## src/rtl/serial_pkg.sv

```systemverilog
`default_nettype none
// ============================================================================
// Module   : serial_pkg
// Purpose  : Shared types and constants for the serial word streamer and the
//            101 detector environment that consumes its stream.
// Revision : 1.0 - initial release
// ============================================================================
package serial_pkg;

  // Streamer sequencing states
  typedef enum logic [1:0] {
    ST_IDLE  = 2'd0,
    ST_SHIFT = 2'd1,
    ST_GAP   = 2'd2
  } state_t;

  // Level held on the serial line whenever no word bit is being driven
  localparam logic IDLE_LEVEL_DEFAULT = 1'b0;

endpackage
`default_nettype wire

```

## src/rtl/serial_word_streamer_if.sv

```systemverilog
`default_nettype none
// ============================================================================
// Module   : serial_word_streamer_if
// Purpose  : Word-side valid/ready handshake plus the serial stream outputs.
//            master = word source / stream sink, slave = streamer.
// Revision : 1.0 - initial release
// ============================================================================
interface serial_word_streamer_if #(
  parameter int WIDTH = 8
);
  logic [WIDTH-1:0] data_in;
  logic             data_valid;
  logic             data_ready;
  logic             serial_out;
  logic             serial_valid;
  logic             word_done;

  modport master (
    output data_in, data_valid,
    input  data_ready, serial_out, serial_valid, word_done
  );

  modport slave (
    input  data_in, data_valid,
    output data_ready, serial_out, serial_valid, word_done
  );
endinterface
`default_nettype wire

```

## src/rtl/word_hold_buf.sv

```systemverilog
`default_nettype none
// ============================================================================
// Module   : word_hold_buf
// Purpose  : One-entry valid/ready hold register between the word source and
//            the shift stage. Captures on accept, empties on release.
// Revision : 1.0 - initial release
// ============================================================================
module word_hold_buf
  import serial_pkg::*;
#(
  parameter int WIDTH = 8
) (
  input  logic             clk,
  input  logic             rst,
  input  logic [WIDTH-1:0] data_in,
  input  logic             data_valid,
  output logic             data_ready,
  input  logic             release_word,
  output logic             hold_full,
  output logic [WIDTH-1:0] hold_data
);

  logic accept;

  // Ready is forced low during reset so nothing is captured on a reset edge
  assign data_ready = !hold_full && !rst;
  assign accept     = data_valid && data_ready;

  // Capture a word on accept; the shift stage empties the slot on release.
  // Accept and release never coincide because ready is low while full.
  always_ff @(posedge clk) begin
    if (rst) begin
      hold_full <= 1'b0;
    end else if (accept) begin
      hold_full <= 1'b1;
      hold_data <= data_in;
    end else if (release_word) begin
      hold_full <= 1'b0;
    end
  end

endmodule
`default_nettype wire

```

## src/rtl/serial_word_streamer.sv

```systemverilog
`default_nettype none
// ============================================================================
// Module   : serial_word_streamer
// Purpose  : Parallel-to-serial front end. Words enter a one-entry hold
//            buffer, then shift out one bit per clock with per-bit valid,
//            end-of-word pulse and an optional idle gap between words.
// Revision : 1.0 - initial release
// ============================================================================
module serial_word_streamer
  import serial_pkg::*;
#(
  parameter int   WIDTH      = 8,
  parameter bit   MSB_FIRST  = 1'b1,
  parameter int   GAP_CYCLES = 0,
  parameter logic IDLE_LEVEL = IDLE_LEVEL_DEFAULT
) (
  input  logic                   clk,
  input  logic                   rst,
  serial_word_streamer_if.slave  bus,
  output logic                   busy
);

  localparam int                CNT_W    = $clog2(WIDTH);
  localparam logic [CNT_W-1:0]  BIT_LAST = CNT_W'(WIDTH - 1);
  localparam logic [7:0]        GAP_LAST = (GAP_CYCLES > 0) ? 8'(GAP_CYCLES - 1) : 8'd0;

  state_t             state, state_nxt;
  logic [CNT_W-1:0]   bit_cnt, bit_cnt_nxt;
  logic [7:0]         gap_cnt, gap_cnt_nxt;
  logic [WIDTH-1:0]   shreg, shreg_nxt;
  logic               out_bit, out_bit_nxt;
  logic               out_valid, out_valid_nxt;
  logic               out_done, out_done_nxt;
  logic               transfer;
  logic               hold_full;
  logic [WIDTH-1:0]   hold_data;

  // Bit presented first from a word under the configured ordering
  function automatic logic head_bit(input logic [WIDTH-1:0] w);
    return MSB_FIRST ? w[WIDTH-1] : w[0];
  endfunction

  // Move the next bit into the head position
  function automatic logic [WIDTH-1:0] advance(input logic [WIDTH-1:0] w);
    return MSB_FIRST ? (w << 1) : (w >> 1);
  endfunction

  word_hold_buf #(
    .WIDTH (WIDTH)
  ) u_hold (
    .clk          (clk),
    .rst          (rst),
    .data_in      (bus.data_in),
    .data_valid   (bus.data_valid),
    .data_ready   (bus.data_ready),
    .release_word (transfer),
    .hold_full    (hold_full),
    .hold_data    (hold_data)
  );

  // Next-state, counters and next registered outputs; a transfer from the
  // hold buffer overrides whatever the current state decided
  always_comb begin
    state_nxt     = state;
    bit_cnt_nxt   = bit_cnt;
    gap_cnt_nxt   = gap_cnt;
    shreg_nxt     = shreg;
    transfer      = 1'b0;
    out_bit_nxt   = IDLE_LEVEL;
    out_valid_nxt = 1'b0;
    out_done_nxt  = 1'b0;

    case (state)
      ST_IDLE: begin
        if (hold_full) transfer = 1'b1;
      end
      ST_SHIFT: begin
        if (bit_cnt == BIT_LAST) begin
          if (GAP_CYCLES > 0) begin
            state_nxt   = ST_GAP;
            gap_cnt_nxt = 8'd0;
          end else if (hold_full) begin
            transfer = 1'b1;
          end else begin
            state_nxt = ST_IDLE;
          end
        end else begin
          bit_cnt_nxt   = bit_cnt + 1'b1;
          shreg_nxt     = advance(shreg);
          out_bit_nxt   = head_bit(shreg_nxt);
          out_valid_nxt = 1'b1;
          out_done_nxt  = (bit_cnt_nxt == BIT_LAST);
        end
      end
      ST_GAP: begin
        if (gap_cnt == GAP_LAST) begin
          if (hold_full) transfer = 1'b1;
          else           state_nxt = ST_IDLE;
        end else begin
          gap_cnt_nxt = gap_cnt + 8'd1;
        end
      end
      default: state_nxt = ST_IDLE;
    endcase

    if (transfer) begin
      state_nxt     = ST_SHIFT;
      bit_cnt_nxt   = '0;
      shreg_nxt     = hold_data;
      out_bit_nxt   = head_bit(hold_data);
      out_valid_nxt = 1'b1;
      out_done_nxt  = 1'b0;
    end
  end

  // State, counter, shift register and output registers
  always_ff @(posedge clk) begin
    if (rst) begin
      state     <= ST_IDLE;
      bit_cnt   <= '0;
      gap_cnt   <= 8'd0;
      shreg     <= '0;
      out_bit   <= IDLE_LEVEL;
      out_valid <= 1'b0;
      out_done  <= 1'b0;
    end else begin
      state     <= state_nxt;
      bit_cnt   <= bit_cnt_nxt;
      gap_cnt   <= gap_cnt_nxt;
      shreg     <= shreg_nxt;
      out_bit   <= out_bit_nxt;
      out_valid <= out_valid_nxt;
      out_done  <= out_done_nxt;
    end
  end

  assign bus.serial_out   = out_bit;
  assign bus.serial_valid = out_valid;
  assign bus.word_done    = out_done;
  assign busy             = (state != ST_IDLE) || hold_full;

endmodule
`default_nettype wire

```

## src/flat_wrapper.sv

```systemverilog
// flat-port wrapper written by rule: the top's interface ports become plain ports
module serial_word_streamer_flat import serial_pkg::*;
#(
  parameter int   WIDTH      = 8,
  parameter bit   MSB_FIRST  = 1'b1,
  parameter int   GAP_CYCLES = 0,
  parameter logic IDLE_LEVEL = IDLE_LEVEL_DEFAULT
)
  (clk, rst, busy, bus_data_in, bus_data_valid, bus_data_ready, bus_serial_out, bus_serial_valid, bus_word_done);
  serial_word_streamer_if #(.WIDTH(WIDTH)) bus_i ();
  input  logic clk;
  input  logic rst;
  output logic busy;
  input wire logic [$bits(bus_i.data_in)-1:0] bus_data_in;
  input wire logic [$bits(bus_i.data_valid)-1:0] bus_data_valid;
  output wire logic [$bits(bus_i.data_ready)-1:0] bus_data_ready;
  output wire logic [$bits(bus_i.serial_out)-1:0] bus_serial_out;
  output wire logic [$bits(bus_i.serial_valid)-1:0] bus_serial_valid;
  output wire logic [$bits(bus_i.word_done)-1:0] bus_word_done;
  assign bus_i.data_in = bus_data_in;
  assign bus_i.data_valid = bus_data_valid;
  assign bus_data_ready = bus_i.data_ready;
  assign bus_serial_out = bus_i.serial_out;
  assign bus_serial_valid = bus_i.serial_valid;
  assign bus_word_done = bus_i.word_done;
  serial_word_streamer #(.WIDTH(WIDTH), .MSB_FIRST(MSB_FIRST), .GAP_CYCLES(GAP_CYCLES), .IDLE_LEVEL(IDLE_LEVEL)) u_core (.clk(clk), .rst(rst), .bus(bus_i), .busy(busy));
endmodule
```

## config.mk

```make
export PLATFORM = sky130hd
export DESIGN_NAME = serial_word_streamer_flat
export DESIGN_NICKNAME = d
export VERILOG_FILES = /design/src/rtl/serial_pkg.sv /design/src/rtl/serial_word_streamer_if.sv /design/src/rtl/word_hold_buf.sv /design/src/rtl/serial_word_streamer.sv /design/src/flat_wrapper.sv
export SDC_FILE = /design/constraint.sdc
export NUM_CORES = 1
export LEC_CHECK = 0
export ABC_AREA = 1
export ABC_CLOCK_PERIOD_IN_PS = 1850
export CAP_MARGIN = 10
export CORE_UTILIZATION = 29
export CTS_CLUSTER_SIZE = 40
export DETAILED_ROUTE_END_ITERATION = 16
export GPL_ROUTABILITY_DRIVEN = 0
export SLEW_MARGIN = 0
export SYNTH_ARGS = -nofsm -noshare
export SYNTH_HDL_FRONTEND = slang
export SYNTH_HIERARCHICAL = 1
export SYNTH_SLANG_ARGS = --single-unit
```

## constraint.sdc

```tcl
create_clock -name clk -period 1.85 [get_ports clk]
set_input_delay 0.185 -clock clk [delete_from_list [all_inputs] [get_ports clk]]
set_output_delay 0.185 -clock clk [all_outputs]
set_load 0.05 [all_outputs]
```

==> impl_metrics.tcl <==
set metrics [dict create \
    holdBufCountCts 0 \
    wl_per_cell_um 9.34 \
    synthXorXnorAreaFrac 0 \
    grt_first_pass_wirelength_um 2630 \
    max_cap_violations 0 \
    yosysWarnings 6 \
    core_um2 3100 \
    vias 690 \
    setup_viol 0 \
    post_cts_resized 0 \
    worstPathRequired_ps 1660 \
    pre_cts_ws_ps 260 \
    whs_path_depth 1 \
    drt_iter0_drc 32 \
    numCtsBuffers 3 \
    synth_simple_gate_area_frac 0.275 \
    netlist_instances 103 \
    yosys.area.top_type "dfxtp_1" \
    synth_compound_area_frac 0.0313 \
    max_stage_delay_ps 790 \
    clk_pin_slew_worst_paths_ps 120 \
    drc 0 \
    io_pins 16 \
    yosysSeqAreaShare 0.564 \
    worst_slew_pin_slew_ps 499 \
    synth-seq-cells 23 \
    synth-edff-count 8 \
    antenna_found_initial 0 \
    power.density_nw_per_um2 844 \
    synth_flop_cell "dfxtp_1" \
    clock_sinks 23 \
    synth_most_common_cell "nand3_1" \
    tns_ps 0 \
    insertion_delay_ps 300 \
    crit_type "reg -> out" \
    slowest_stage "clkdlybuf4s50_1" \
    worstReg2RegStart "u_core/bit_cnt[0]" \
    synth_nets 117 \
    reg2reg_to "u_core/bit_cnt[0]" \
    chipHeight_um 59.5 \
    slew_headroom 0.666 \
    fin_ws_ps 244 \
    utilization 0.375 \
    synth_mux_area_frac 0 \
    design_area_um2 1160 \
    crit_family "buffers and inverters" \
    netlist_area_um2 958 \
    cts_tree "yes" \
    fin_nets 133 \
    hold_viol_final 0 \
    routed_wl_um 1510 \
    avgSynthCellArea_um2 9.31 \
    grt_pass1_vias 616 \
    async_flop_share 0 \
    path_buf_inv 1 \
    hold_path_class "in -> reg" \
    synth_fa_ha_area_frac 0.0392 \
    die_area_um2 3540 \
    track_usage 0.103 \
    first_pass_iters 4 \
    dpl_cell_area_um2 1140 \
    vdd_drop_max_v 0.000478 \
    ff2ff_path_depth 5 \
    cts_root_buffer "clkbuf_4" \
    drive_gt1_frac 0.161 \
    end_kind "primary output" \
    fin_crit_ps 1610 \
    rsz0062_at_grt "no" \
    n_antenna_cell 0 \
    htreeDepth 1 \
    grt.overflow.total 0 \
    cts_setup_buffers 0 \
    crit_chain "clkdlybuf4s50_1" \
    start_util 0.309 \
    netlist_top_cells_count "nand3_1 (20), nand2_1 (17), dfxtp_1 (15)" \
    cp-start-kind "flop" \
    grt_max_degree 18 \
    hold_end "u_core/u_hold/hold_data[0]" \
    arrival_ps 1420 \
    path_max_fanout 1 \
    finalCritPeriodShare 0.868 \
    area_growth_pct 21.4 \
    status "completed" \
    yosysTopAreaCellShare 0.313 \
    clock-skew-final_ps 5.82 \
    cts_buffer_depth 2 \
    synth_cell_types 18 \
    synth.area.top_cells "dfxtp_1 (31%), edfxtp_1 (25%), nand3_1 (10%), nand2_1 (6.7%), inv_1 (4.7%)" \
    power.leakage_nw 0.493 \
    hpwl_um 1130 \
    antenna_left 0 \
    fmax_mhz 623 \
    die_w_um 59.5 \
    holdCritStartpoint "bus_data_in[0]" \
    synth_top_family_by_area "simple AND/OR/NAND/NOR gates" \
    fp-row-count 20 \
    vias_per_cell 4.26 \
    hold_slack_ps 432 \
    drv_slew 0 \
    portBuffers 15 \
    r2r_slack_ps 280 \
]
-- state kept, by name, summed over array words and instances, names as in the netlist --
signal / flops
u_core/bus.serial_out: 1
u_core/bus.serial_valid: 1
u_core/bit_cnt: 3
u_core/state: 1
u_core/shreg: 7
u_core/bus.word_done: 1
u_core/u_hold/hold_full: 1
u_core/u_hold/hold_data: 8
-- report_power, final --
group / switching [mW] / internal [mW] / leakage, nW / total, mW
Clock: 0.138 / 0.0840 / 0.0150 / 0.222
Sequential: 0.0234 / 0.556 / 0.197 / 0.580
Combinational: 0.111 / 0.0698 / 0.281 / 0.181
-- layout by cell type (no fill, tap or decap) --
master | netlist | routed
nor2_1 | 4 | 4
inv_2 | 2 | 2
inv_1 | 12 | 12
nor2_2 | 2 | 2
edfxtp_1 | 8 | 8
buf_4 | 1 | 1
nand2_2 | 7 | 7
clkdlybuf4s50_1 | 0 | 13
ha_1 | 3 | 3
o21ai_0 | 1 | 1
nand3_1 | 20 | 20
or2_2 | 1 | 1
nand2_1 | 17 | 17
clkbuf_4 | 0 | 3
buf_12 | 0 | 1
dfxtp_1 | 15 | 15
nor2_4 | 1 | 1
a21oi_1 | 5 | 5
clkbuf_1 | 1 | 1
nand2_4 | 1 | 1
-- layer usage --
| metal | routed length (um) | GRT usage | up-vias |
|---|---|---|---|
| met1 | 666 | 0.119 | 312 |
| li1 | - | - | 361 |
| met3 | 62 | 0.0459 | 2 |
| met4 | 21 | 0.0299 | 0 |
| met5 | 0 | 0 | - |
| met2 | 763 | 0.170 | 15 |
-- through the flow --
stage               std cells  power, mW
finish                    162      0.983
global route              162       1.05
CTS                       162      0.999
detailed placement        158      0.775
global placement          158      0.769
floorplan                 103      0.721
-- worst max path at each step --
| stage | startpoint | end | slack [ps] | cells after the start |
|---|---|---|---|---|
| 2_1_floorplan | u_core/u_hold/hold_full | u_core/u_hold/hold_data[0] | 420 | 3 |
| 3_3_place_gp | rst | u_core/u_hold/hold_data[3] | 310 | 4 |
| 3_5_place_dp | rst | u_core/u_hold/hold_data[4] | 260 | 4 |
| 4_1_cts | u_core/bus.serial_valid | bus_serial_valid | 230 | 1 |
| 5_1_grt | u_core/bit_cnt[0] | u_core/bit_cnt[0] | 150 | 5 |
| 6_report | u_core/bus.serial_valid | bus_serial_valid | 240 | 1 |
-- layout make-up --
| cell class | instances | area (um2) |
|---|---|---|
| inverter | 14 | 52.6 |
| sequential | 23 | 541 |
| fill | 326 | 1940 |
| tap | 44 | 55.1 |
| clock buffer | 4 | 26.3 |
| multi-input combinational | 62 | 332 |
| timing repair buffer | 15 | 158 |
-- cell families (layout without fill, tap and decap cells) --
family	count (synthesis)	count (layout)
fa+ha+maj	3	3
buf+inv	18	33
flops	23	23
compound gates	6	6
simple gates	53	53
Power figures use the tool's default switching activity.
